**config.mk**
```make
export PLATFORM = sky130hd
export DESIGN_NAME = secuenciador_mascara
export DESIGN_NICKNAME = d
export VERILOG_FILES = /design/src/rtl/secuenciador_mascara.sv
export SDC_FILE = /design/constraint.sdc
export NUM_CORES = 1
export LEC_CHECK = 0
export ABC_AREA = 0
export ABC_CLOCK_PERIOD_IN_PS = 2000
export BUFFER_PORTS_ARGS = -buffer_cell sky130_fd_sc_hd__buf_2
export CORE_MARGIN = 2
export CORE_UTILIZATION = 49
export CTS_BUF_LIST = sky130_fd_sc_hd__clkbuf_4
export DETAILED_ROUTE_END_ITERATION = 12
export PLACE_DENSITY = 0.76
export SKIP_LAST_GASP = 1
export SLEW_MARGIN = 20
export SYNTH_ARGS = -nofsm -noshare
export SYNTH_HDL_FRONTEND = slang
export SYNTH_SLANG_ARGS = --single-unit
```
**constraint.sdc**
```tcl
create_clock -name clk -period 2 [get_ports clk]
set_clock_uncertainty 0.1 [all_clocks]
set_input_delay 0.5 -clock clk [delete_from_list [all_inputs] [get_ports clk]]
set_output_delay 0.5 -clock clk [all_outputs]
set_load 0.005 [all_outputs]
```
**src/rtl/secuenciador_mascara.sv**
```systemverilog
// Sweeps mask coefficient positions row-major and presents the linear index
// fila*N+columna through a valid/accept handshake.
module secuenciador_mascara #(
  parameter int BITS_MASCARA        = 4,
  parameter int BITS_INDICE_MASCARA = 10
) (
  input  logic                           clk,
  input  logic                           reset,
  input  logic                           cargar_config,
  input  logic [BITS_MASCARA-1:0]        tamano_entrada,
  input  logic                           inicio,
  input  logic                           acepta,
  output logic [BITS_INDICE_MASCARA-1:0] indice_mascara,
  output logic [BITS_MASCARA-1:0]        fila,
  output logic [BITS_MASCARA-1:0]        columna,
  output logic                           valido,
  output logic                           ultimo,
  output logic                           ocupado,
  output logic                           fin,
  output logic                           error_config,
  output logic [BITS_MASCARA-1:0]        tamano_mascara
);

  typedef enum logic [1:0] {REPOSO, BARRIDO, FIN} estado_t;

  // Square is compared against 2^BITS_INDICE_MASCARA, which itself needs one extra bit.
  localparam int BITS_CUAD = (2*BITS_MASCARA > BITS_INDICE_MASCARA+1) ?
                             2*BITS_MASCARA : BITS_INDICE_MASCARA+1;
  localparam logic [BITS_CUAD-1:0]    LIMITE     = {{(BITS_CUAD-1){1'b0}}, 1'b1} << BITS_INDICE_MASCARA;
  localparam logic [BITS_MASCARA-1:0] UNO        = {{(BITS_MASCARA-1){1'b0}}, 1'b1};
  localparam logic [BITS_MASCARA-1:0] TAMANO_RST = BITS_MASCARA'(3);

  estado_t                          estado_q, estado_d;
  logic [BITS_MASCARA-1:0]          fila_q, fila_d;
  logic [BITS_MASCARA-1:0]          columna_q, columna_d;
  logic [BITS_INDICE_MASCARA-1:0]   indice_q, indice_d;
  logic [BITS_MASCARA-1:0]          tamano_q, tamano_d;
  logic                             error_q, error_d;

  logic [BITS_CUAD-1:0]    cuadrado;
  logic [BITS_MASCARA-1:0] n_menos_1;
  logic                    config_ok;
  logic                    transfer;

  assign cuadrado  = BITS_CUAD'(tamano_entrada) * BITS_CUAD'(tamano_entrada);
  assign config_ok = (tamano_entrada != '0) && (cuadrado <= LIMITE);
  assign n_menos_1 = tamano_q - UNO;

  assign valido         = (estado_q == BARRIDO);
  assign fin            = (estado_q == FIN);
  assign ocupado        = (estado_q != REPOSO);
  assign ultimo         = valido && (fila_q == n_menos_1) && (columna_q == n_menos_1);
  assign transfer       = valido && acepta;
  assign fila           = fila_q;
  assign columna        = columna_q;
  assign indice_mascara = indice_q;
  assign tamano_mascara = tamano_q;
  assign error_config   = error_q;

  always_comb begin
    estado_d  = estado_q;
    fila_d    = fila_q;
    columna_d = columna_q;
    indice_d  = indice_q;
    tamano_d  = tamano_q;
    error_d   = error_q;
    case (estado_q)
      REPOSO: begin
        // Configuration wins over a simultaneous start request.
        if (cargar_config) begin
          if (config_ok) begin
            tamano_d = tamano_entrada;
            error_d  = 1'b0;
          end else begin
            error_d  = 1'b1;
          end
        end else if (inicio) begin
          estado_d = BARRIDO;
        end
      end
      BARRIDO: begin
        if (transfer) begin
          if (ultimo) begin
            estado_d  = FIN;
            fila_d    = '0;
            columna_d = '0;
            indice_d  = '0;
          end else begin
            indice_d = indice_q + 1'b1;
            if (columna_q == n_menos_1) begin
              columna_d = '0;
              fila_d    = fila_q + UNO;
            end else begin
              columna_d = columna_q + UNO;
            end
          end
        end
      end
      FIN:     estado_d = REPOSO;
      default: estado_d = REPOSO;
    endcase
  end

  always_ff @(posedge clk or posedge reset) begin
    if (reset) begin
      estado_q  <= REPOSO;
      fila_q    <= '0;
      columna_q <= '0;
      indice_q  <= '0;
      tamano_q  <= TAMANO_RST;
      error_q   <= 1'b0;
    end else begin
      estado_q  <= estado_d;
      fila_q    <= fila_d;
      columna_q <= columna_d;
      indice_q  <= indice_d;
      tamano_q  <= tamano_d;
      error_q   <= error_d;
    end
  end

endmodule

```
After elaboration in Yosys (flattened, before gate mapping)
Index checks and enable logic that the tools add are counted.

word-level totals
  register bits after elaboration = 25
  logic and storage cells = 44
  output and inout port bits = 27
  input bits = 9

cells by class
  multiply operators = 1
  eq/ne operators = 8
  reduce and logical (&&, ||, !) cells = 13
  add/subtract/negate cells = 4
  mux-type cells = 11
  $lt $le $gt $ge = 1

operators with widths
  cell                     number
  $mux W4                  4
  $le A8 B11 Y1 const B    1
  $add A10 B1 Y10 const B  1
  $mux W10                 1
  $add A4 B1 Y4 const B    2
  $eq A4 B4 Y1             2
  $mul A4 B4 Y8            1
  $mux W2                  4
  $reduce_and A3 Y1        2
  $logic_and A1 B1 Y1      4
  $ne A2 B1 Y1 const B     2
  $ne A2 B2 Y1 const B     2
  $pmux W2 S2              1
  $reduce_and A2 Y1        2
  $reduce_and A4 Y1        1
  $reduce_bool A2 Y1       2
  $reduce_bool A4 Y1       1
  $sub A4 B1 Y4 const B    1
  $eq A2 B1 Y1 const B     1
  $eq A2 B2 Y1 const B     1
  $logic_not A2 Y1         1
  $mux W1                  1

Longest topological paths before layout
Gate-level depths: netlist (run 1).

  depth after elaboration = 7
  depth in mapped cells = 7
  depth with buffers taken out = 7

Least setup slack after synthesis (run 1)
Ideal clock, no wire load.

  kind = register to output
  start = register tamano_q[0] (netlist: tamano_mascara[0])
  end = output port ultimo
  data arrival time = 1.607 ns
  path buffers = 0
  stages on the path, launching flop included = 7
  slack = -0.207 ns
  data required time = 1.400 ns
  cells stage by stage = dfstp_2 inv_1 ha_1 xor2_1 and3_1 nand3_2 nor2_2

on the way
  cells in the longest elaborated chain, start to end = 4
  elaborated cells on any way between the ends = 5
  those cells by class = 1 x add/sub; 2 x eq/ne; 2 x reduce/logical

ends and longest elaborated chain
  what                      line  source
  start: declaration        37    logic [BITS_MASCARA-1:0] tamano_q, tamano_d;
  start signal: assignment  117   tamano_q <= tamano_d;
  $sub A4 B1 Y4 (*)         47    assign n_menos_1 = tamano_q - UNO;
  $eq A4 B4 Y1              52    assign ultimo = valido && (fila_q == n_menos_1) && (columna_q == n_menos_1);
  $logic_and A1 B1 Y1       52
  $logic_and A1 B1 Y1 (*)   52
  end: declaration          17    output logic ultimo,

Every way passes the cells marked *; elsewhere a longest branch is shown, timed or not.

Worst setup path in the final report (run 1)
Ends and elaborated chain as after synthesis.

==> results.md, run 1 <==
- Final hold viol count: 0
- Core footprint: 2710 um^2
- CP endpoint kind: output pin
- Worst-case hold slack: 0.0478 ns
- Failing checks: setup timing
- Vias in the first global route: 1178
- Syn Nets: 151
- DRT iter0 DRCs: 49
- Layout area overhead: 30.0%
- Critical Path AT: 1.86 ns
- Number of stages on the worst setup path: 7
- Root cell of the clock tree: clkbuf_4
- Worst setup SP type: flip-flop
- Crit Path Category: flip-flop to output pin
- Final min period: 2.46 ns
- Synth cell types: 35
- Ant. Diodes: 0
- Data required, critical path: 1.40 ns
- Slew @ Worst Pin: 0.469 ns
- WL per Instance: 14.3 um
- Total Routing Usage GR: 20.8%
- CP peak stage delay: 0.57 ns
- CTS Hold Bufs: 0
- Mapped Area: 1370 um^2
- CTS tree: built
- Slew headroom: 68.7%
- Unrepaired setup endpoints after global routing: true
- Drt first pass iters: 4
- Drt total wl: 3.11 mm
- DP HPWL: 2.41 mm
- Tcrit/Tclk final: 123%
- Routability congestion estimate: 0.788
- Clock buffer depth: 2
- Peak VDD IR: 1.03 mV
- Die area: 3240 um^2
- Worst Hold Class: primary input to asynchronous set/reset pin
- Initial Utilization: 50.6%
- Dpl cells: 212
- Vias per inst: 5.37
- IO Pins: 36
- Critical path, cell by cell: inv_2, ha_4, xor2_2, and3_4, nand3_4, nor2_4, buf_2
- Crit Path Max Fanout: 2
- Cells after synthesis: 138
- Status: complete, but fails checks
- Synthesis warning total: 0
- Crit-path leading delay family: flip-flops
- Final setup fails: 1
- Final net count: 200
- Max-slew violations: 0
- Fraction of layout cells with a size suffix above 1: 41.9%
- EDFF count, synth: 0
- Row cnt: 19
- Seq/Total Area, Yosys: 45.8%
- Residual DRC count: 0
- Synth area leaders: dfrtp_1 42%, xor2_1 6.4%, xnor2_1 5.1%
- Fin cells: 217
- Post-route ant nets: 0
- Grt ovf: 0
- Max Cap Viol: 0
- Clk sinks: 25
- Initial antenna violation count: 0
- Synthesized flop and latch total: 25
- Worst Path Buf+Inv: 2
- DIE HEIGHT: 56.9 um
- LEAKAGE: 0.835 nW
- H-tree Lvls: 1
- Port bufs: 35
- Most instantiated library cell after synthesis: dfrtp_1
- Clk pin slew, worst setup/hold paths: 0.14 ns
- Top cell type's share of synthesized area: 41.9%
- R2R depth: 8
- Avg Inst Size Synth: 9.95 um^2
- Via Count: 1165
- Ys flop type: dfrtp_1
- Worst-Skew Late Latency: 0.33 ns
- Crit-path slowest cell: dfstp_2
- Die width: 56.9 um
- Area leader, netlist: dfrtp_1
- Async SR Flop Fraction: 100%
- Largest net degree at the start of global routing: 16
- Global-route wire length before repair: 5.31 mm
- Fmax achieved: 406 MHz
- Pwr Density: 1510 nW/um^2
- Commonest cells in the netlist: 23 x dfrtp_1, 15 x nand2_1, 12 x nor2_1, 10 x xor2_1, 9 x o21ai_1
- Total CTS buffers: 3
- Worst setup margin: -0.464 ns
cell usage in the layout, fill, tap and decap left out, types with 2 or more instances in the layout:
cell	synthesis	layout
o31ai_1	4	4
nor3_1	3	3
dfstp_2	2	2
a21oi_1	3	3
nor2_1	12	10
nand4_1	3	3
nand3_2	2	2
clkbuf_4	0	3
o21ai_0	3	3
xnor2_1	8	5
inv_2	0	2
ha_1	4	3
xnor2_2	0	3
or2_2	3	3
inv_1	5	3
buf_4	0	10
o21ai_1	9	9
nor2b_1	2	2
nand2_1	15	15
a22o_1	4	4
nor2_2	2	3
nor2_4	1	2
nand3_1	6	5
and3_4	1	2
xor2_1	10	8
dfrtp_1	23	23
buf_2	1	35
where the power goes:
group	internal, mW	switching [mW]	leakage [nW]
Combinational	0.795	0.760	0.511
Sequential	0.676	0.224	0.310
Clock	0.0767	0.161	0.0139
Total	1.55	1.15	0.835
final cells by class:
cell class,count,area (um^2)
well taps,31,38.8
multi-input cells,107,818
flip-flops and latches,25,628
fillers,211,926
repair buffers,45,250
clock inverters,1,7.51
inverters,5,18.8
clock buffers,3,22.5
worst reg2reg max path, stage by stage, from the launching register on:
cell      delay, ns
dfstp_2        0.56
inv_2          0.04
ha_4           0.25
xnor2_2        0.14
nor2_2         0.15
buf_4          0.15
and3_4         0.23
nand3_2        0.12
o211ai_2       0.18
metal layers:
metal / wire [um] / track usage [%] / up-vias
met3: 106 / 2.07 / 5
met4: 53 / 6.98 / 0
li1: - / - / 575
met1: 1390 / 28.7 / 558
met2: 1550 / 34.3 / 27
met5: 0 / 0 / -
kinds of logic after synthesis:
group / Yosys count / synth area share [%]
muxes: 1 / 0.820
xor gates and xnor gates: 18 / 11.5
DFF: 25 / 45.8
buffers and inverters: 6 / 1.73
and+or+nand+nor: 57 / 23.4
adders and majority gates: 4 / 3.65
AOI/OAI and AO/OA: 27 / 13.1
state kept, by name, summed over array words and instances (netlist names):
name	cells
error_config	1
columna	4
tamano_mascara	4
estado_q	2
indice_mascara	10
fila	4
per-stage QoR:
step | instance area [um^2] | worst slack, ns | setup TNS, ns | utilization (%) | total power [mW]
floorplan | 1430 | -0.136 | -0.136 | - | 1.77
global placement | 1700 | -0.112 | -0.112 | 62.8 | 2.21
detailed placement | 1700 | -0.163 | -0.312 | 62.8 | 2.29
CTS | 1750 | -0.501 | -0.507 | 64.5 | 2.59
global route | 1780 | -0.549 | -1.01 | 65.8 | 2.90
finish | 1780 | -0.464 | -0.464 | 65.8 | 2.69
path summary, 6_finish.rpt:
| path | end | slack, ns | start |
|---|---|---|---|
| min in group clk | estado_q[0]$_DFFE_PP0P_ | 0.30 | acepta |
| min reg2reg | estado_q[0]$_DFFE_PP0P_ | 0.43 | estado_q[1]$_DFFE_PP0P_ |
| max | ultimo | -0.46 | tamano_mascara[0]$_DFFE_PP1P_ |
| min | fila[0]$_DFFE_PP0P_ | 0.05 | reset |
| max reg2reg | fila[3]$_DFFE_PP0P_ | 0.01 | tamano_mascara[1]$_DFFE_PP1P_ |
| max in group asynchronous | estado_q[0]$_DFFE_PP0P_ | 1.19 | reset |
repair_timing:
| item | CTS | global route |
|---|---|---|
| endpoints found under the hold margin | 0 | 0 |
| setup buffers | 0 | 2 |
| cloned | 0 | 0 |
| pin swaps | 4 | 5 |
| setup endpoints to repair | 10 | 13 |
| gates resized for setup | 3 | 5 |
Power figures use the tool's default switching activity.
==> run 2: changes to the inputs <==
Settings changed: ABC_AREA 0 to 1, CORE_UTILIZATION 49 to 50.
==> results.md, run 2 <==
- Max reg flops: 10 (unchanged)
- Synth area leaders: dfrtp_1 37%, nand2_1 15%, nand3_1 9.6%
- R2r setup slk: -0.04 ns (-0.05 ns)
- Post-placement cell area: 1870 um^2 (+9.9%)
- Initial antenna violation count: 0 (unchanged)
- Pwr Density: 1580 nW/um^2 (+4.5%)
- FF-to-FF End: indice_mascara[4]$_DFFE_PP0P_
- H-tree Lvls: 1 (unchanged)
- Final setup fails: 9 (+8)
- Syn Nets: 227 (+50%)
- Commonest cells after routing, fill and taps aside: 56 x nand2_1, 35 x buf_2, 32 x inv_1, 29 x nand3_1, 23 x dfrtp_1
- Switching pwr: 1.48 mW (+29%)
- Critical Path Most Common Cell: nand2_2
- Worst-Skew Late Latency: 0.32 ns (about the same)
- Die area: 3590 um^2 (+11%)
- DIE HEIGHT: 60.0 um (+5.3%)
- Internal Pwr Total: 1.62 mW (+4.6%)
- Layout area overhead: 25.3%
- Crit-path slowest cell: dfstp_2
- Slew headroom: 72.7% (+4.0 points)
- Tcrit/Tclk final: 126% (+2.9 points)
- Flop pwr share: 31.2% (-2.2 points)
- Max-slew violations: 0 (unchanged)
- Unrepaired setup endpoints after global routing: true
- Drt total wl: 3.61 mm (+16%)
- Clk sinks: 25 (unchanged)
- Row cnt: 20 (+1)
- LEAKAGE: 1.13 nW (+35%)
- DRT iter0 DRCs: 79 (+61%)
- Fmax achieved: 397 MHz (-2.3%)
- CTS tree: built
- EDFF count, synth: 0 (unchanged)
- Start point of the critical path: tamano_mascara[0]$_DFFE_PP1P_
- # fillers: 279 (+32%)
- Routability congestion estimate: 0.933 (+18%)
- Clk pin slew, worst setup/hold paths: 0.14 ns (about the same)
- Ant. Diodes: 0 (unchanged)
- Sw frac: 47.7% (+5.1 points)
- Residual DRC count: 0 (unchanged)
- Ys flop type: dfrtp_1
- Design Area, Final: 1960 um^2 (+9.9%)
- Commonest cells in the netlist: 61 x nand2_1, 34 x inv_1, 30 x nand3_1, 23 x dfrtp_1, 22 x nor2_1
- Seq/Total Area, Yosys: 40.1% (-5.6 points)
- Worst Hold Class: primary input to asynchronous set/reset pin
- Vias per inst: 5.04 (-6.2%)
- Cells after synthesis: 214 (+55%)
- Clock network power share: 8.0% (-0.8 points)
- Top cell type's share of synthesized area: 36.8% (-5.2 points)
- Drt first pass iters: 4 (unchanged)
- Async SR Flop Fraction: 100% (unchanged)
- WL per Instance: 12.1 um (-15%)
- Failing checks: setup timing
- Final net count: 279 (+40%)
- Synthesis warning total: 0 (unchanged)
- Status: complete, but fails checks
- Largest net degree at the start of global routing: 26 (+10)
- Grt ovf: 0 (unchanged)
- Fin util: 65.3% (-0.54 points)
- Synthesized flop and latch total: 25 (unchanged)
- Slew @ Worst Pin: 0.407 ns (-0.0620 ns)
- Via Count: 1501 (+29%)
- Crit Path Max Fanout: 3 (+1)
- Die width: 60.0 um (+5.3%)
- Commonest non-fill, non-tap cell in the layout: nand2_1
- Max Cap Viol: 0 (unchanged)
- Total Routing Usage GR: 22.2% (+1.4 points)
- Root cell of the clock tree: clkbuf_4
- Initial Utilization: 52.1% (+1.5 points)
- Final min period: 2.52 ns (+0.0573 ns)
- CP endpoint kind: output pin
- Worst-case hold slack: 0.0997 ns (+0.0518 ns)
- Fraction of layout cells with a size suffix above 1: 30.6% (-11 points)
- Setup TNS: -0.778 ns (-0.314 ns)
- Clock buffer depth: 2 (unchanged)
- Critical path, cell by cell: inv_4, ha_4, inv_2, nand2_2, nand2_2, nor2_2, nand3_2, nor2_4, nand2_2, inv_2, buf_2
- Avg Inst Size Synth: 7.31 um^2 (-26%)
- Combinational cell fraction of total power: 60.8% (+3.0 points)
- Post-route ant nets: 0 (unchanged)
- Global-route wire length before repair: 6.01 mm (+13%)
- IO Pins: 36 (unchanged)
- Mapped Area: 1570 um^2 (+14%)
- Area leader, netlist: dfrtp_1
- Port bufs: 35 (unchanged)
- Final hold viol count: 0 (unchanged)
- Crit Path Category: flip-flop to output pin
- R2R depth: 12 (+4)
- Critical Path AT: 1.92 ns (+0.06 ns)
- CP peak stage delay: 0.58 ns (about the same)
- DP HPWL: 2.65 mm (+10%)
- Total CTS buffers: 3 (unchanged)
- Vias in the first global route: 1418 (+20%)
- Peak VDD IR: 0.750 mV (-27%)
- Synth cell types: 25 (-29%)
- Worst setup SP type: flip-flop
- Worst setup margin: -0.522 ns (-0.0573 ns)
- Most instantiated library cell after synthesis: nand2_1
- Reg2Reg Launch Point: tamano_mascara[0]$_DFFE_PP1P_
- Core footprint: 3000 um^2 (+11%)
- Data required, critical path: 1.40 ns (about the same)
## run 2: cell count changes after synthesis, sizes merged, moves of 3 or more
cell / change
a21oi: -3
nand3: +22
inv: +32
o31ai: -4
nor2: +12
a22o: -4
o21ai: -6
xnor2: -7
xor2: -3
nor3: -4
nand2: +49
## run 2: layout make-up
cell class | instances | area (um^2) | share of cell area [%]
Multi-Input combinational cell | 152 | 855 | 43.6
Clock buffer | 4 | 30.0 | 1.53
Tap cell | 33 | 41.3 | 2.11
Inverter | 37 | 141 | 7.21
Sequential cell | 25 | 628 | 32.0
Timing Repair Buffer | 47 | 265 | 13.5
## run 2: critical path: cells and delay by family, from the launching register on
family	cells	cell delay, ns
AND/OR/NAND/NOR	6	0.55
buffers and inverters	4	0.21
flip-flops	1	0.58
adder cells (fa/ha/maj)	1	0.26
## run 2: worst max path at each step
| stage | cells past startpoint | endpoint |
|---|---|---|
| 2_1_floorplan | 10 | ultimo |
| 3_3_place_gp | 12 | ultimo |
| 3_5_place_dp | 11 | ultimo |
| 4_1_cts | 11 | ultimo |
| 5_1_grt | 11 | ultimo |
| 6_report | 11 | ultimo |
## run 2: per-stage QoR
step	cells	power, mW	setup WS [ns]
after global routing	298	3.40	-0.640
after detailed placement	292	2.68	-0.110
after CTS	299	3.03	-0.485
after floorplan	214	2.07	-0.0934
final	298	3.09	-0.522
after global placement	292	2.64	-0.0745
## run 2: cell families after synthesis
kind of cell | count (synthesis) | synth area share, %
AND/OR/NAND/NOR | 130 | 39.2
buffers and inverters | 38 | 9.59
flip-flops | 25 | 40.1
AO/OA/AOI/OAI | 9 | 3.36
XOR/XNOR | 8 | 4.48
adder cells (fa/ha/maj) | 4 | 3.20
## run 2: what timing repair did
action,4_1_cts,5_1_grt
pin swaps,4,6
buffers inserted,2,1
resized for setup,5,8
cloned,1,0
endpoints found under the setup margin,9,18
hold buffers,0,0
## run 2: layer usage
layer	track usage, %	share of wire (%)	vias up
met5	0	0	-
met4	6.98	0.47	0
met3	2.16	2.8	2
met2	39.9	52	29
met1	27.7	45	701
li1	-	-	769
## run 2: power by group through the flow
stage	combinational, mW	clock, mW	sequential (mW)
6_report	1.88	0.248	0.964
4_1_cts	1.81	0.254	0.961
3_5_place_dp	1.71	0	0.973
2_1_floorplan	1.10	0	0.963
3_3_place_gp	1.68	0	0.967
5_1_grt	2.14	0.275	0.992
==> run 3: changes to the inputs <==
Settings changed: CORE_UTILIZATION 50 to 40, PLACE_DENSITY 0.76 to 0.63.
==> results.md, run 3 (synthesized netlist as in run 2, its figures left out) <==
- Die width: 66.6 um (+11%)
- Drt first pass iters: 4 (unchanged)
- Residual DRC count: 0 (unchanged)
- Critical Path Most Common Cell: nand2_2
- Worst setup margin: -0.478 ns (+0.0439 ns)
- # fillers: 370 (+33%)
- Total CTS buffers: 3 (unchanged)
- Crit Path Max Fanout: 3 (unchanged)
- Vias per inst: 4.65 (-7.7%)
- Max reg flops: 10 (unchanged)
- Commonest cells after routing, fill and taps aside: 54 x nand2_1, 34 x buf_2, 31 x inv_1, 28 x nand3_1, 23 x dfrtp_1
- Slew @ Worst Pin: 0.440 ns (+0.0335 ns)
- Via Count: 1451 (-3.3%)
- Multi-input logic area: 852 um^2 (-0.29%)
- Reg2Reg Launch Point: tamano_mascara[0]$_DFFE_PP1P_
- Unrepaired setup endpoints after global routing: true
- FF-to-FF End: indice_mascara[7]$_DFFE_PP0P_
- DP HPWL: 2.61 mm (-1.7%)
- Port bufs: 35 (unchanged)
- Total Routing Usage GR: 17.2% (-5.0 points)
- Fmax achieved: 404 MHz (+1.8%)
- Slew headroom: 70.4% (-2.2 points)
- WL per Instance: 10.7 um (-12%)
- CTS tree: built
- R2R depth: 12 (unchanged)
- Critical Path AT: 1.88 ns (-0.04 ns)
- H-tree Lvls: 1 (unchanged)
- Worst Hold Class: primary input to asynchronous set/reset pin
- Fin cells: 312 (+4.7%)
- Post-route ant nets: 0 (unchanged)
- Data required, critical path: 1.40 ns (about the same)
- IO Pins: 36 (unchanged)
- Failing checks: setup timing
- Die area: 4430 um^2 (+23%)
- Largest net degree at the start of global routing: 26 (unchanged)
- Global-route wire length before repair: 5.91 mm (-1.6%)
- Vias in the first global route: 1341 (-5.4%)
- Root cell of the clock tree: clkbuf_4
- LEAKAGE: 1.11 nW (-1.1%)
- Max-slew violations: 0 (unchanged)
- DIE HEIGHT: 66.6 um (+11%)
- Crit path to: ultimo
- Row cnt: 22 (+10%)
- CP peak stage delay: 0.58 ns (about the same)
- Commonest non-fill, non-tap cell in the layout: nand2_1
- Critical path, cell by cell: inv_4, ha_4, inv_2, nand2_2, nand2_2, nor2_1, nand3_1, nor2_4, nand2_2, inv_2, buf_6
- Reg area: 628 um^2 (unchanged)
- Worst setup SP type: flip-flop
- Clock buffer depth: 2 (unchanged)
- Final setup fails: 3 (-6)
- Final min period: 2.48 ns (-0.0439 ns)
- Worst-Skew Late Latency: 0.33 ns (about the same)
- Fraction of layout cells with a size suffix above 1: 30.7% (+0.12 points)
- Crit Path Category: flip-flop to output pin
- Crit-path slowest cell: dfstp_2
- Max Cap Viol: 0 (unchanged)
- Peak VDD IR: 0.716 mV (-4.5%)
- R2r setup slk: -0.01 ns (+0.03 ns)
- Start point of the critical path: tamano_mascara[0]$_DFFE_PP1P_
- Core footprint: 3720 um^2 (+24%)
- Grt ovf: 0 (unchanged)
- Layout area overhead: 26.2%
- CP endpoint kind: output pin
- Pwr Density: 1530 nW/um^2 (-2.8%)
- Dpl cells: 307 (+5.1%)
- Drt total wl: 3.33 mm (-7.8%)
- Final hold viol count: 0 (unchanged)
- DRT iter0 DRCs: 61 (-23%)
- Clk sinks: 25 (unchanged)
- Tcrit/Tclk final: 124% (-2.2 points)
- Initial Utilization: 42.1% (-10 points)
- Status: complete, but fails checks
- Initial antenna violation count: 0 (unchanged)
- Ant. Diodes: 0 (unchanged)
- Routability congestion estimate: 0.817 (-12%)
- Setup TNS: -0.488 ns (+0.290 ns)
- Clk pin slew, worst setup/hold paths: 0.15 ns (about the same)
- Final net count: 278 (-0.36%)
run 3: cell types whose count changed in the layout (fill, tap and decap cells not counted), moves of 2 or more:
cell,change
nor2_1,+3
nor2_2,-3
nand2_1,-2
nand2_2,+3
run 3: worst min-delay path by stage:
stage,from,endpoint,slack [ns],cells after the start
after floorplan,error_config$_DFFE_PP0P_,error_config$_DFFE_PP0P_,0.39,1
after global placement,error_config$_DFFE_PP0P_,error_config$_DFFE_PP0P_,0.38,1
after detailed placement,error_config$_DFFE_PP0P_,error_config$_DFFE_PP0P_,0.38,1
after CTS,reset,columna[3]$_DFFE_PP0P_,0.08,3
after global routing,reset,indice_mascara[3]$_DFFE_PP0P_,0.12,3
final,reset,indice_mascara[3]$_DFFE_PP0P_,0.09,3
run 3: cell type report:
| class | instances | share of cell area (%) |
|---|---|---|
| Clock inverter | 1 | 0.380 |
| Timing Repair Buffer | 46 | 13.4 |
| Inverter | 37 | 7.16 |
| Tap cell | 48 | 3.04 |
| Multi-Input combinational cell | 152 | 43.1 |
| Clock buffer | 3 | 1.14 |
| Sequential cell | 25 | 31.8 |
run 3: stage by stage:
stage	util (%)	instance area [um^2]	total power, mW	setup WS [ns]	hold WS, ns
after floorplan	-	1580	2.07	-0.0934	0.388
final	53.2	1980	3.03	-0.478	0.0853
after global routing	53.2	1980	3.37	-0.617	0.123
after CTS	51.7	1920	2.95	-0.475	0.0830
after detailed placement	50.8	1890	2.69	-0.0954	0.379
after global placement	50.8	1890	2.67	-0.0739	0.377
run 3: power by group:
part / switching, mW / leakage (nW) / total (mW) / internal [mW]
logic: 1.01 / 0.799 / 1.82 / 0.808
registers: 0.255 / 0.300 / 0.971 / 0.716
clock network: 0.161 / 0.0139 / 0.238 / 0.0767
total: 1.43 / 1.11 / 3.03 / 1.60
run 3: worst max-delay path: cells and delay by family, from the launching register on:
kind | cells | cell delay, ns
buffers and inverters | 4 | 0.21
AND/OR/NAND/NOR | 6 | 0.52
adder cells (fa/ha/maj) | 1 | 0.26
flip-flops | 1 | 0.58
run 3: what timing repair did:
action,4_1_cts,5_1_grt
gates cloned,0,1
pin swaps,1,6
endpoints found under the hold margin,0,0
resized for setup,1,12
setup buffers,0,1
hold buffers,0,0
setup endpoints to repair,4,17
run 3: routing by layer:
metal  part of all wire [%]  GRT usage [%]
met5                      0              0
met2                     46           27.3
met4                   0.72           5.36
met1                     50           24.4
met3                    3.9           2.20
